[src/rtl/div_pkg.sv]
// Widths and FSM state encoding shared by the 8/4 divider and its
// shift-add multiplier checker.
package div_pkg;

  localparam int QW = 8;
  localparam int BW = 4;
  localparam int PW = QW + BW;
  localparam int CW = $clog2(BW);

  typedef enum logic [1:0] {
    IDLE,
    RUN,
    DONE
  } state_t;

endpackage

[src/rtl/mul_8x4_seq_if.sv]
// Operand and result valid/ready bus of the shift-add multiplier.
// The slave side is the multiplier; the master side feeds operands and consumes products.
interface mul_8x4_seq_if;
  import div_pkg::*;

  logic          in_valid;
  logic          in_ready;
  logic [QW-1:0] q;
  logic [BW-1:0] b;
  logic [QW-1:0] r;
  logic          out_valid;
  logic          out_ready;
  logic [PW-1:0] product;

  modport slave (
    input  in_valid, q, b, r, out_ready,
    output in_ready, out_valid, product
  );

  modport master (
    output in_valid, q, b, r, out_ready,
    input  in_ready, out_valid, product
  );

endinterface

[src/rtl/mul_sa_step.sv]
// One combinational shift-add step: conditionally add the shifted multiplicand,
// then advance the multiplicand and multiplier by one bit.
module mul_sa_step
  import div_pkg::*;
(
  input  logic [PW-1:0] acc,
  input  logic [PW-1:0] q_sh,
  input  logic [BW-1:0] b_sh,
  output logic [PW-1:0] acc_next,
  output logic [PW-1:0] q_sh_next,
  output logic [BW-1:0] b_sh_next
);

  always_comb begin
    acc_next  = b_sh[0] ? (acc + q_sh) : acc;
    q_sh_next = q_sh << 1;
    b_sh_next = b_sh >> 1;
  end

endmodule

[src/rtl/mul_8x4_seq.sv]
// Sequential multiplier-accumulator: product = q*b + r, one multiplier bit
// per clock, between a valid/ready operand stage and a valid/ready result stage.
module mul_8x4_seq
  import div_pkg::*;
(
  input  logic          clk,
  input  logic          rst_n,
  mul_8x4_seq_if.slave  bus
);

  state_t        state;
  state_t        state_next;
  logic [PW-1:0] acc;
  logic [PW-1:0] q_sh;
  logic [BW-1:0] b_sh;
  logic [CW-1:0] cnt;
  logic [PW-1:0] product_q;
  logic [PW-1:0] acc_next;
  logic [PW-1:0] q_sh_next;
  logic [BW-1:0] b_sh_next;
  logic          last_step;

  assign last_step = (cnt == CW'(BW - 1));

  mul_sa_step u_step (
    .acc       (acc),
    .q_sh      (q_sh),
    .b_sh      (b_sh),
    .acc_next  (acc_next),
    .q_sh_next (q_sh_next),
    .b_sh_next (b_sh_next)
  );

  always_ff @(posedge clk or negedge rst_n) begin
    if (!rst_n) begin
      state <= IDLE;
    end else begin
      state <= state_next;
    end
  end

  // Handshake outputs decode straight from the state register, so nothing
  // on the input side can reach them combinationally.
  always_comb begin
    state_next    = state;
    bus.in_ready  = 1'b0;
    bus.out_valid = 1'b0;
    case (state)
      IDLE: begin
        bus.in_ready = 1'b1;
        if (bus.in_valid) begin
          state_next = RUN;
        end
      end
      RUN: begin
        if (last_step) begin
          state_next = DONE;
        end
      end
      DONE: begin
        bus.out_valid = 1'b1;
        if (bus.out_ready) begin
          state_next = IDLE;
        end
      end
      default: state_next = IDLE;
    endcase
  end

  // Always BW iterations, even for b==0, so latency never depends on data.
  always_ff @(posedge clk or negedge rst_n) begin
    if (!rst_n) begin
      acc       <= '0;
      q_sh      <= '0;
      b_sh      <= '0;
      cnt       <= '0;
      product_q <= '0;
    end else begin
      case (state)
        IDLE: begin
          if (bus.in_valid) begin
            q_sh <= {{BW{1'b0}}, bus.q};
            b_sh <= bus.b;
            acc  <= {{BW{1'b0}}, bus.r};
            cnt  <= '0;
          end
        end
        RUN: begin
          acc  <= acc_next;
          q_sh <= q_sh_next;
          b_sh <= b_sh_next;
          cnt  <= cnt + CW'(1);
          if (last_step) begin
            product_q <= acc_next;
          end
        end
        default: begin
        end
      endcase
    end
  end

  assign bus.product = product_q;

endmodule

[src/flat_wrapper.sv]
// flat-port wrapper written by rule: the top's interface ports become plain ports
module mul_8x4_seq_flat import div_pkg::*;
  (clk, rst_n, bus_in_valid, bus_q, bus_b, bus_r, bus_out_ready, bus_in_ready, bus_out_valid, bus_product);
  mul_8x4_seq_if bus_i ();
  input  logic clk;
  input  logic rst_n;
  input wire logic [$bits(bus_i.in_valid)-1:0] bus_in_valid;
  input wire logic [$bits(bus_i.q)-1:0] bus_q;
  input wire logic [$bits(bus_i.b)-1:0] bus_b;
  input wire logic [$bits(bus_i.r)-1:0] bus_r;
  input wire logic [$bits(bus_i.out_ready)-1:0] bus_out_ready;
  output wire logic [$bits(bus_i.in_ready)-1:0] bus_in_ready;
  output wire logic [$bits(bus_i.out_valid)-1:0] bus_out_valid;
  output wire logic [$bits(bus_i.product)-1:0] bus_product;
  assign bus_i.in_valid = bus_in_valid;
  assign bus_i.q = bus_q;
  assign bus_i.b = bus_b;
  assign bus_i.r = bus_r;
  assign bus_i.out_ready = bus_out_ready;
  assign bus_in_ready = bus_i.in_ready;
  assign bus_out_valid = bus_i.out_valid;
  assign bus_product = bus_i.product;
  mul_8x4_seq u_core (.clk(clk), .rst_n(rst_n), .bus(bus_i));
endmodule
[config.mk]
export PLATFORM = sky130hd
export DESIGN_NAME = mul_8x4_seq_flat
export DESIGN_NICKNAME = d
export VERILOG_FILES = /design/src/rtl/div_pkg.sv /design/src/rtl/mul_8x4_seq_if.sv /design/src/rtl/mul_sa_step.sv /design/src/rtl/mul_8x4_seq.sv /design/src/flat_wrapper.sv
export SDC_FILE = /design/constraint.sdc
export NUM_CORES = 1
export LEC_CHECK = 0
export CORE_MARGIN = 2
export CORE_UTILIZATION = 50
export CTS_BUF_LIST = sky130_fd_sc_hd__clkbuf_8 sky130_fd_sc_hd__clkbuf_16
export CTS_CLUSTER_DIAMETER = 200
export DETAILED_ROUTE_END_ITERATION = 6
export GPL_ROUTABILITY_DRIVEN = 0
export PLACE_DENSITY_LB_ADDON = 0.1
export REMOVE_ABC_BUFFERS = 1
export SLEW_MARGIN = 20
export SYNTH_ARGS = -nofsm -noshare
export SYNTH_HDL_FRONTEND = slang
export SYNTH_HIERARCHICAL = 1
export SYNTH_SLANG_ARGS = --single-unit
[constraint.sdc]
create_clock -name clk -period 2.7 [get_ports clk]
set_clock_uncertainty 0.1 [all_clocks]
set_input_delay 0.54 -clock clk [delete_from_list [all_inputs] [get_ports clk]]
set_output_delay 0.54 -clock clk [all_outputs]
set_load 0.02 [all_outputs]
==> impl_metrics.toml <==
[grt]
grt_overflow = 0
grt_pass1_wl_um = 10700
grt_usage_pct = 20.8
grt_max_degree = 45
grt_pass1_vias = 2220
antenna_found_initial = 0

[synthesis]
ys_seq_area_share_pct = 36.2
yosys_warnings = 6
synth_seq_cells = 44
synth_area_leaders = "dfrtp_1 36%, mux2_2 6.3%, nor4b_2 5.4%"
yosysMostFrequentCell = "dfrtp_1"
synth_cell_types = 51
synthFlopType = "dfrtp_1"
yosys.area.top_type = "dfrtp_1"
ys_async_sr_fraction_pct = 100
synth_area_um2 = 3050
synthTopCellsByCount = "44 x dfrtp_1, 23 x inv_1, 19 x buf_4"
synth_top_area_share_pct = 36.2
synthCells = 279
synth_edf_count = 0
avgSynthCellArea_um2 = 10.9

[setup_path]
cp-end-kind = "flop"
slowest_delay_ns = 0.40
cp_max_fo = 5
start_kind = "flop"
critPathKind = "flop to flop"
critPathSlowestCell = "dfrtp_1"
critPathArrivalTime_ns = 2.62
timing.critical_path.buf_inv = 1
cp_top_family = "compound AO/OA/AOI/OAI gates"
crit_chain = "ha_1 -> inv_1 -> fa_1 -> nor2b_4 -> o31a_1 -> or3_1 -> a221oi_1 -> a21o_1 -> nor3b_1 -> a211oi_2"
cp.required_ns = 2.82

[floorplan]
io_pins = 38
initial_core_util_pct = 51.4
fp.dieArea_um2 = 6730
core_um2 = 5920
die_h_um = 82.0
die_w_um = 82.0
rows = 28

[drt]
drtIter0Drc = 129
via_per_inst = 5.86
vias = 2186
wirelength_um = 6290
dr.pass1.iters = 4
postRouteAntennaNets = 0
drt_drc_violations_left = 0
wire_per_inst_um = 16.9

[cts]
cts_tree = "yes"
numClockSinks = 44
clk_pin_slew_ns = 0.08
htreeDepth = 2
clock_path_buffers = 2
numCtsBuffers = 5
root_buffer = "clkbuf_8"
cts_setup_buffers = 0
clk_latency_ns = 0.30
ctsResizeCount = 0
holdBufCountCts = 0

[pwr]
swShare_pct = 44.5
ir_drop_mv = 0.740
p_int_mw = 2.60
combPwrFrac_pct = 65.0
pwr-share-clk_pct = 8.4
pwr-share-seq_pct = 26.6
switchingPower_mw = 2.08
p_per_area_nw_per_um2 = 1380
p_leak_nw = 1.42

[cells_and_area]
fin_cells = 373
fin_util_pct = 57.2
post_route_cells_drive_above_1_share_pct = 20.1
fillCellCount = 530
fin_area_um2 = 3380
nNetsFinal = 335
antenna_cells = 0
syn_to_final_growth_pct = 11.1

[placed_design]
dpl.cell_count = 366
dpl_cell_area_um2 = 3310
port-buffer-count = 37
hpwl_um = 4380

[sta]
fmax_ghz = 0.400
worstMarginPinSlew_ns = 0.562
maxSlewViolCount = 0
period_minus_slack_ns = 2.50
grt_setup_unrepaired = "false"
slew_headroom_pct = 62.5
setup_viol = 0
setup_tns_ns = 0
hold_viol = 0
period_share_pct = 92.7

[flow_run]
drv_cap = 0

[run_status]
outcome = "finished clean"

[min_path]
hp-class = "input port to async pin"
[final timing paths]
path                               start                    end  slack (ns)  cells after the start
min                                rst_n  u_core/bus.product[9]        0.21                      2
max in group asynchronous          rst_n         u_core/q_sh[5]        1.90                      2
min in group clk           u_core/cnt[0]          u_core/cnt[0]        0.40                      1
max reg2reg                u_core/acc[0]          u_core/acc[6]        0.20                     10
min reg2reg                u_core/cnt[0]          u_core/cnt[0]        0.40                      1
max                        u_core/acc[0]          u_core/acc[6]        0.20                     10
[worst reg2reg max path, stage by stage (launching register included)]
cell      delay [ns]
dfrtp_1         0.40
ha_1            0.24
inv_1           0.08
fa_1            0.26
nor2b_4         0.06
o31a_1          0.29
or3_1           0.32
a221oi_1        0.32
a21o_1          0.15
nor3b_1         0.06
a211oi_2        0.15
[power groups by stage]
stage               clock network [mW]  logic [mW]  registers, mW
finish                           0.394        3.04           1.25
global route                     0.433        3.40           1.29
CTS                              0.407        3.05           1.25
detailed placement                   0        3.04           1.26
global placement                     0        2.98           1.25
floorplan                            0        2.03           1.41
[sequential cells by signal (all words and copies together) (netlist names)]
name	count
u_core/b_sh	4
u_core/cnt	2
u_core/q_sh	12
u_core/acc	12
u_core/state	2
u_core/bus.product	12
[routing by layer]
layer,track usage (%),routed length [µm],up-vias
li1,-,-,1057
met1,27.2,3010,1090
met2,34.9,3050,32
met3,3.74,151,7
met4,6.67,86,0
met5,0,0,-
[area by class of cell]
class	count	area (µm²)	share of cell area, %
clock buffer	5	68.8	2.03
timing repair buffer	46	433	12.8
tap	75	93.8	2.77
multi-input combinational	178	1590	47.1
clock inverter	2	8.76	0.259
sequential	44	1100	32.5
inverter	23	86.3	2.55
[layout by cell type (no fill, tap or decap), types with 2 or more instances in the layout]
master and instances:
nand2_1 6, nand2b_1 4, nor2_1 3, ha_1 12, nor3b_1 16, inv_1 24, nand3_1 3, dfrtp_1 44
nor3_1 4, clkdlybuf4s50_1 36, xnor2_1 3, a21o_1 3, conb_1 2, a22o_1 9, a21oi_1 13, nand4_1 3
or4b_1 4, a221oi_1 2, a211oi_1 7, o21a_1 3, o221a_1 4, mux2i_1 2, nor4b_2 11, o311ai_0 2
buf_4 9, o21ai_0 6, clkbuf_8 5, nor4b_1 5, mux2_2 17, o211ai_1 4, a211oi_2 11
[cell families after synthesis]
| family | synth area share [%] |
|---|---|
| AO/OA/AOI/OAI | 19.7 |
| AND/OR/NAND/NOR | 18.7 |
| buffers and inverters | 11.7 |
| flip-flops | 36.2 |
| multiplexers | 6.94 |
| adder cells (fa/ha/maj) | 5.59 |
| XOR/XNOR | 1.15 |
| other | 0.123 |
[through the flow]
step | setup slack, ns | power (mW) | hold WS, ns
after floorplan | 0.417 | 3.43 | 0.144
after global placement | 0.287 | 4.23 | 0.382
after detailed placement | 0.229 | 4.30 | 0.392
after CTS | 0.209 | 4.71 | 0.236
after global routing | 0.0692 | 5.12 | 0.286
final | 0.198 | 4.68 | 0.214
No activity file was read; power rests on OpenSTA's default activity.
